File: src/rtl/ahbl_sram_bank_ctrl.sv
`default_nettype none
// ============================================================================
// Module   : ahbl_sram_bank_ctrl
// Purpose  : Back-end stage of the AHB-Lite SRAM interface. Accepts one
//            byte/halfword/word request at a time on the ahbsram_* channel,
//            drives a single-port synchronous SRAM bank with byte enables and
//            returns a one-cycle ack, read data and BUSY. Word addresses at or
//            beyond NUM_LOCATIONS are absorbed: writes are dropped and reads
//            return zero.
// Ports    : HCLK, HRESETN             - clock, async active-low reset
//            ahbsram_req/write/wdata/
//            size/addr                 - request channel from interface stage
//            sramahb_ack/rdata, BUSY   - completion channel to interface stage
//            ram_addr/wdata/be/we/re   - SRAM command outputs
//            ram_rdata                 - SRAM read data, one cycle after ram_re
// Config   : `define AHBL_SRAM_RDATA_PIPE_EN adds the RPIPE state and a second
//            read-data register stage (read ack moves from cycle 3 to 4).
// Revision : 1.0 - initial release
// ============================================================================
module ahbl_sram_bank_ctrl #(
  parameter int NUM_LOCATIONS = 512,
  parameter int RAM_AWIDTH    = 9
) (
  input  logic                  HCLK,
  input  logic                  HRESETN,
  input  logic                  ahbsram_req,
  input  logic                  ahbsram_write,
  input  logic [31:0]           ahbsram_wdata,
  input  logic [2:0]            ahbsram_size,
  input  logic [19:0]           ahbsram_addr,
  output logic                  sramahb_ack,
  output logic [31:0]           sramahb_rdata,
  output logic                  BUSY,
  output logic [RAM_AWIDTH-1:0] ram_addr,
  output logic [31:0]           ram_wdata,
  output logic [3:0]            ram_be,
  output logic                  ram_we,
  output logic                  ram_re,
  input  logic [31:0]           ram_rdata
);

  localparam logic [2:0] IDLE  = 3'd0;
  localparam logic [2:0] WRITE = 3'd1;
  localparam logic [2:0] READ  = 3'd2;
  localparam logic [2:0] RWAIT = 3'd3;
`ifdef AHBL_SRAM_RDATA_PIPE_EN
  localparam logic [2:0] RPIPE = 3'd4;
`endif
  localparam logic [2:0] ACK   = 3'd5;

  // One extra bit so the depth itself is representable in the compare.
  localparam logic [18:0] DEPTH = 19'(NUM_LOCATIONS);

  logic [2:0]            state_q, state_d;
  logic                  oor_q, oor_d;
  logic [3:0]            be_d;
  logic                  accept;
  logic [RAM_AWIDTH-1:0] ram_addr_q;
  logic [31:0]           ram_wdata_q;
  logic [3:0]            ram_be_q;
  logic [31:0]           rdata_q;
`ifdef AHBL_SRAM_RDATA_PIPE_EN
  logic [31:0]           rdata2_q;
`endif

  assign accept = (state_q == IDLE) && ahbsram_req;
  assign oor_d  = ({1'b0, ahbsram_addr[19:2]} >= DEPTH);

  // AHB little-endian lane selection.
  always_comb begin
    be_d = 4'b1111;
    case (ahbsram_size)
      3'd0:    be_d = 4'b0001 << ahbsram_addr[1:0];
      3'd1:    be_d = ahbsram_addr[1] ? 4'b1100 : 4'b0011;
      default: be_d = 4'b1111;
    endcase
  end

  // ---------------------------------------------------------------- FSM
  always_ff @(posedge HCLK or negedge HRESETN) begin
    if (!HRESETN) state_q <= IDLE;
    else          state_q <= state_d;
  end

  always_comb begin
    state_d = state_q;
    case (state_q)
      IDLE:  if (ahbsram_req) state_d = ahbsram_write ? WRITE : READ;
      WRITE: state_d = ACK;
      READ:  state_d = RWAIT;
`ifdef AHBL_SRAM_RDATA_PIPE_EN
      RWAIT: state_d = RPIPE;
      RPIPE: state_d = ACK;
`else
      RWAIT: state_d = ACK;
`endif
      ACK:   state_d = IDLE;
      default: state_d = IDLE;
    endcase
  end

  always_comb begin
    BUSY        = (state_q != IDLE);
    ram_we      = (state_q == WRITE) && !oor_q;
    ram_re      = (state_q == READ)  && !oor_q;
    sramahb_ack = (state_q == ACK);
  end

  // ----------------------------------------------------------- Datapath
  // SRAM command fields are loaded at acceptance so they are stable for the
  // whole strobe cycle. Byte enables/data only change on writes; an
  // out-of-range write loads zero enables so nothing can reach the array.
  always_ff @(posedge HCLK or negedge HRESETN) begin
    if (!HRESETN) begin
      oor_q       <= 1'b0;
      ram_addr_q  <= '0;
      ram_wdata_q <= '0;
      ram_be_q    <= '0;
    end else if (accept) begin
      oor_q      <= oor_d;
      ram_addr_q <= ahbsram_addr[RAM_AWIDTH+1:2];
      if (ahbsram_write) begin
        ram_wdata_q <= ahbsram_wdata;
        ram_be_q    <= oor_d ? 4'b0000 : be_d;
      end
    end
  end

  // Full word is returned; the interface stage picks the lanes it needs.
  always_ff @(posedge HCLK or negedge HRESETN) begin
    if (!HRESETN)                rdata_q <= '0;
    else if (state_q == RWAIT)   rdata_q <= oor_q ? 32'h0 : ram_rdata;
  end

`ifdef AHBL_SRAM_RDATA_PIPE_EN
  always_ff @(posedge HCLK or negedge HRESETN) begin
    if (!HRESETN)                rdata2_q <= '0;
    else if (state_q == RPIPE)   rdata2_q <= rdata_q;
  end
  assign sramahb_rdata = rdata2_q;
`else
  assign sramahb_rdata = rdata_q;
`endif

  assign ram_addr  = ram_addr_q;
  assign ram_wdata = ram_wdata_q;
  assign ram_be    = ram_be_q;

endmodule
`default_nettype wire

File: config.mk
export PLATFORM = sky130hd
export DESIGN_NAME = ahbl_sram_bank_ctrl
export DESIGN_NICKNAME = d
export VERILOG_FILES = /design/src/rtl/ahbl_sram_bank_ctrl.sv
export SDC_FILE = /design/constraint.sdc
export NUM_CORES = 1
export LEC_CHECK = 0
export ABC_AREA = 1
export CAP_MARGIN = 0
export CORE_MARGIN = 8
export CORE_UTILIZATION = 42
export DETAILED_ROUTE_END_ITERATION = 10
export GPL_ROUTABILITY_DRIVEN = 0
export MAX_ROUTING_LAYER = met4
export PLACE_DENSITY = 0.85
export SLEW_MARGIN = 20
export SYNTH_ARGS = -nofsm -noshare
export SYNTH_HDL_FRONTEND = slang
export SYNTH_SLANG_ARGS = --single-unit
File: constraint.sdc
create_clock -name HCLK -period 2.81 [get_ports HCLK]
set_input_delay 0.562 -clock HCLK [delete_from_list [all_inputs] [get_ports HCLK]]
set_output_delay 0.562 -clock HCLK [all_outputs]
set_load 0.005 [all_outputs]
; After elaboration in Yosys (flattened, before gate mapping)
; Index checks and enable logic that the tools add are counted.
[totals]
reg_bits = 81
inputBits = 91
output_inout_bits = 81
word_cells = 30
[op_classes]
n_lt_le_gt_ge = 1
n_eq_ne = 6
n_shift = 1
mux = 7
n_reduce_logical = 9
[ops]
columns = cell, n
row1 = 32-bit 2-to-1 mux, 1
row2 = 18-bit by 10-bit >= comparator with 1-bit output (second input constant), 1
row3 = 3-bit case mux with 3 select lines, 1
row4 = 4-bit 2-to-1 mux, 2
row5 = 4-bit case mux with 2 select lines, 1
row6 = 3-bit by 1-bit equality test with 1-bit output (second input constant), 2
row7 = 3-bit by 2-bit equality test with 1-bit output (second input constant), 2
row8 = 3-bit zero test, 2
row9 = 1-bit by 2-bit << shifter with 4-bit output (first input constant), 1
row10 = 3-bit equality test (second input constant), 1
row11 = 1-bit logical AND, 3
row12 = 3-bit 2-to-1 mux, 1
row13 = 3-bit nonzero test, 1
row14 = 2-bit 2-to-1 mux, 1
row15 = 2-bit inequality test (second input constant), 1
row16 = 2-bit AND reduction, 1
row17 = 2-bit OR reduction, 1
row18 = 1-bit zero test, 1

; Longest topological paths before layout
[logic_depth]
depth_word = 3
mapped_depth = 7
depth_no_buf = 6

; Worst setup path before layout
; No wires, ideal clock.
[synth_timing]
path_type = reg-to-output
start = register state_q[2]
end = output ram_re
arrival_time_ns = 0.826
required_time_ns = 2.248
setup_slack_ns = 1.422
stages_incl_launch_ff = 4
path_buffers = 0
path_cell_list = dfrtp_1 nor2_2 inv_1 nor3_1
[synth_between]
elab_chain_len = 2
[synth_rtl]
columns = item, line
row1 = from (decl), 54  ; logic [2:0] state_q, state_d;
row2 = from (signal assigned), 82  ; else state_q <= state_d;
row3 = 3-bit by 2-bit equality test with 1-bit output, 105  ; ram_re = (state_q == READ) && !oor_q;
row4 = 1-bit logical AND, 105
row5 = to (decl), 38  ; output logic ram_re,
; Every way passes these cells.

; Final worst setup path
; Ends and elaborated chain as after synthesis.

==> reports/qor.yml <==
p_comb_share_pct: 43.1
synth.cell_area_sq_mm: 0.00326
grt_util_all_layers_pct: 18.5
place_area_sq_mm: 0.00502
netSwitchingFraction_pct: 32.1
start_util_pct: 42.8
via_count: 2995
r2r-end: "sramahb_rdata[28]"
dpl.hpwl_mm: 7.18
coreArea_sq_mm: 0.00761
cts_tree: "built"
area_delta_synth_final_pct: 60.7
routed_wl_mm: 9.49
grt_first_pass_wirelength_mm: 16.2
cts_made_buffers: 9
tightest_slew_ps: 941
power_mw: 5.09
slowest_stage: "clkdlybuf4s50_1"
crit_family: "buffers and inverters"
rows: 32
hold_path_class: "primary input to async pin"
slew_headroom_pct: 37.2
reg2reg_depth: 3
r2r-start: "oor_q"
final_cell_area_sq_mm: 0.00523
power_density_mw_per_mm2: 973
mostFrequentLayoutCell: "nand2_1"
drive_gt1_share_pct: 4.17
worst-path-buf-inv: 2
fin_skew_ps: 8.21
drt-initial-drc-count: 75
synth_top_area_share_pct: 62.2
cts_setup_buffers: 0
diodes: 0
power.leakage_nw: 2.43
final.min_clock_period_ps: 2320
fin_crit_sh_pct: 82.5
wire_per_inst_um: 14.5
die_h_um: 104
antenna_found_initial: 0
maxCapViolCount: 0
cts_buffer_depth: 2
ys_top_cells_by_area: "dfrtp_1, nand2_1, nor2_1"
port_buffers: 171
ff2ff_setup_slack_ps: 1270
worstSkewPairLatency_ps: 320
ys_ff_latch: 81
tns_ps: 0
ir_drop_mv: 0.453
fin_nets: 637
mostFrequentLayoutCells: "nand2_1, clkdlybuf4s50_1, dfrtp_1"
slew_violations: 0
clock_sinks: 81
ctsResizeCount: 0
ys_types: 20
cts-root-buf: "clkbuf_8"
seq_area_frac_synth_pct: 62.2
yosysTopAreaCell: "dfrtp_1"
worstPathRequired_ps: 2250
overflow: 0
cp-start-kind: "flip-flop"
grt_setup_unrepaired: "no"
clockPowerShare_pct: 17.6
drc_errors: 0
max_freq_mhz: 431
path_class: "flip-flop to output port"
via_per_inst: 4.59
die_area_sq_mm: 0.0108
yosysWarnings: 0
ant_nets: 0
nFillCells: 589
firstDrtPassIters: 4
status: "finished, final reports clean"
path_cells: "nor2_2 -> inv_1 -> nor3_1 -> clkdlybuf4s50_1"
synth_cells: 378
ios: 172
p_seq_share_pct: 39.3
die_width_um: 104
crit_fanout: 6
hold_viol: 0
htree_num_levels: 3
p_sw_mw: 1.63
clkTransAtPathRegs_ps: 80
syn_avg_cell_area_sq_um: 8.62
syn-num-nets: 469
grt_pass1_vias: 3268
internal_power_mw: 3.46
end_kind: "output port"
setup_viol: 0
arrival_ps: 1760
grt_start_max_net_pins: 82
cts_hold_buf: 0
slowest_delay_ps: 550
==> registers in the layout, indices dropped and copies added, names as in the netlist <==
register,flops
state_q,3
ram_addr,9
ram_be,4
oor_q,1
sramahb_rdata,32
ram_wdata,32
==> area by class of cell <==
type | instances | area [sq um] | area share (%)
clock buffer | 11 | 131 | 2.51
clock inverter | 5 | 80.1 | 1.53
sequential | 81 | 2030 | 38.7
multi-input combinational | 268 | 1090 | 20.8
tap | 102 | 128 | 2.44
timing repair buffer | 174 | 1740 | 33.2
inverter | 12 | 45.0 | 0.861
==> worst max path at each step <==
| stage | from | endpoint | slack, ps | cells past startpoint |
|---|---|---|---|---|
| 4_1_cts | state_q[2] | ram_re | 470 | 4 |
| 2_1_floorplan | state_q[2] | ram_re | 1420 | 3 |
| 3_5_place_dp | ahbsram_write | ram_wdata[7] | 800 | 7 |
| 5_1_grt | state_q[2] | ram_re | 390 | 4 |
| 3_3_place_gp | ahbsram_req | ram_wdata[3] | 860 | 7 |
| 6_report | state_q[2] | ram_re | 490 | 4 |
==> Yosys cell counts, drive strengths merged <==
| library cell | count |
|---|---|
| a31oi | 1 |
| nor4 | 1 |
| inv | 12 |
| o21ai | 1 |
| nand3b | 1 |
| clkbuf | 6 |
| dfrtp | 81 |
| nand2 | 174 |
| nor3 | 2 |
| nor2 | 53 |
| buf | 11 |
| a21oi | 34 |
| nand3 | 1 |
==> power by group through the flow <==
stage,clock network [mW],logic (mW),registers (mW)
floorplan,0,0.786,2.03
global placement,0,2.16,1.99
detailed placement,0,2.23,2.01
CTS,0.924,2.24,2.00
global route,0.970,2.44,2.07
finish,0.896,2.19,2.00
==> cell families after synthesis <==
kind of cell / share of synthesized area [%]
AOI/OAI and AO/OA: 5.57
buffers and inverters: 4.42
DFF: 62.2
and+or+nand+nor: 27.8
==> through the flow <==
step | cells | hold WS [ps] | setup WS, ps | util [%]
after floorplan | 378 | 266 | 1420 | -
after global placement | 637 | 456 | 858 | 66.0
after detailed placement | 637 | 462 | 796 | 66.0
after CTS | 653 | 430 | 467 | 68.7
after global routing | 653 | 306 | 389 | 68.8
final | 653 | 255 | 492 | 68.8
==> per-layer routing <==
layer	global-route usage [%]	wire, um	vias up	part of all wire [%]
met3	5.82	668	4	7.0
met2	30.2	4670	106	49
met5	-	0	-	0
met4	3.72	48	0	0.51
met1	22.0	4100	1390	43
li1	-	-	1495	-
No activity file was read; power rests on OpenSTA's default activity.
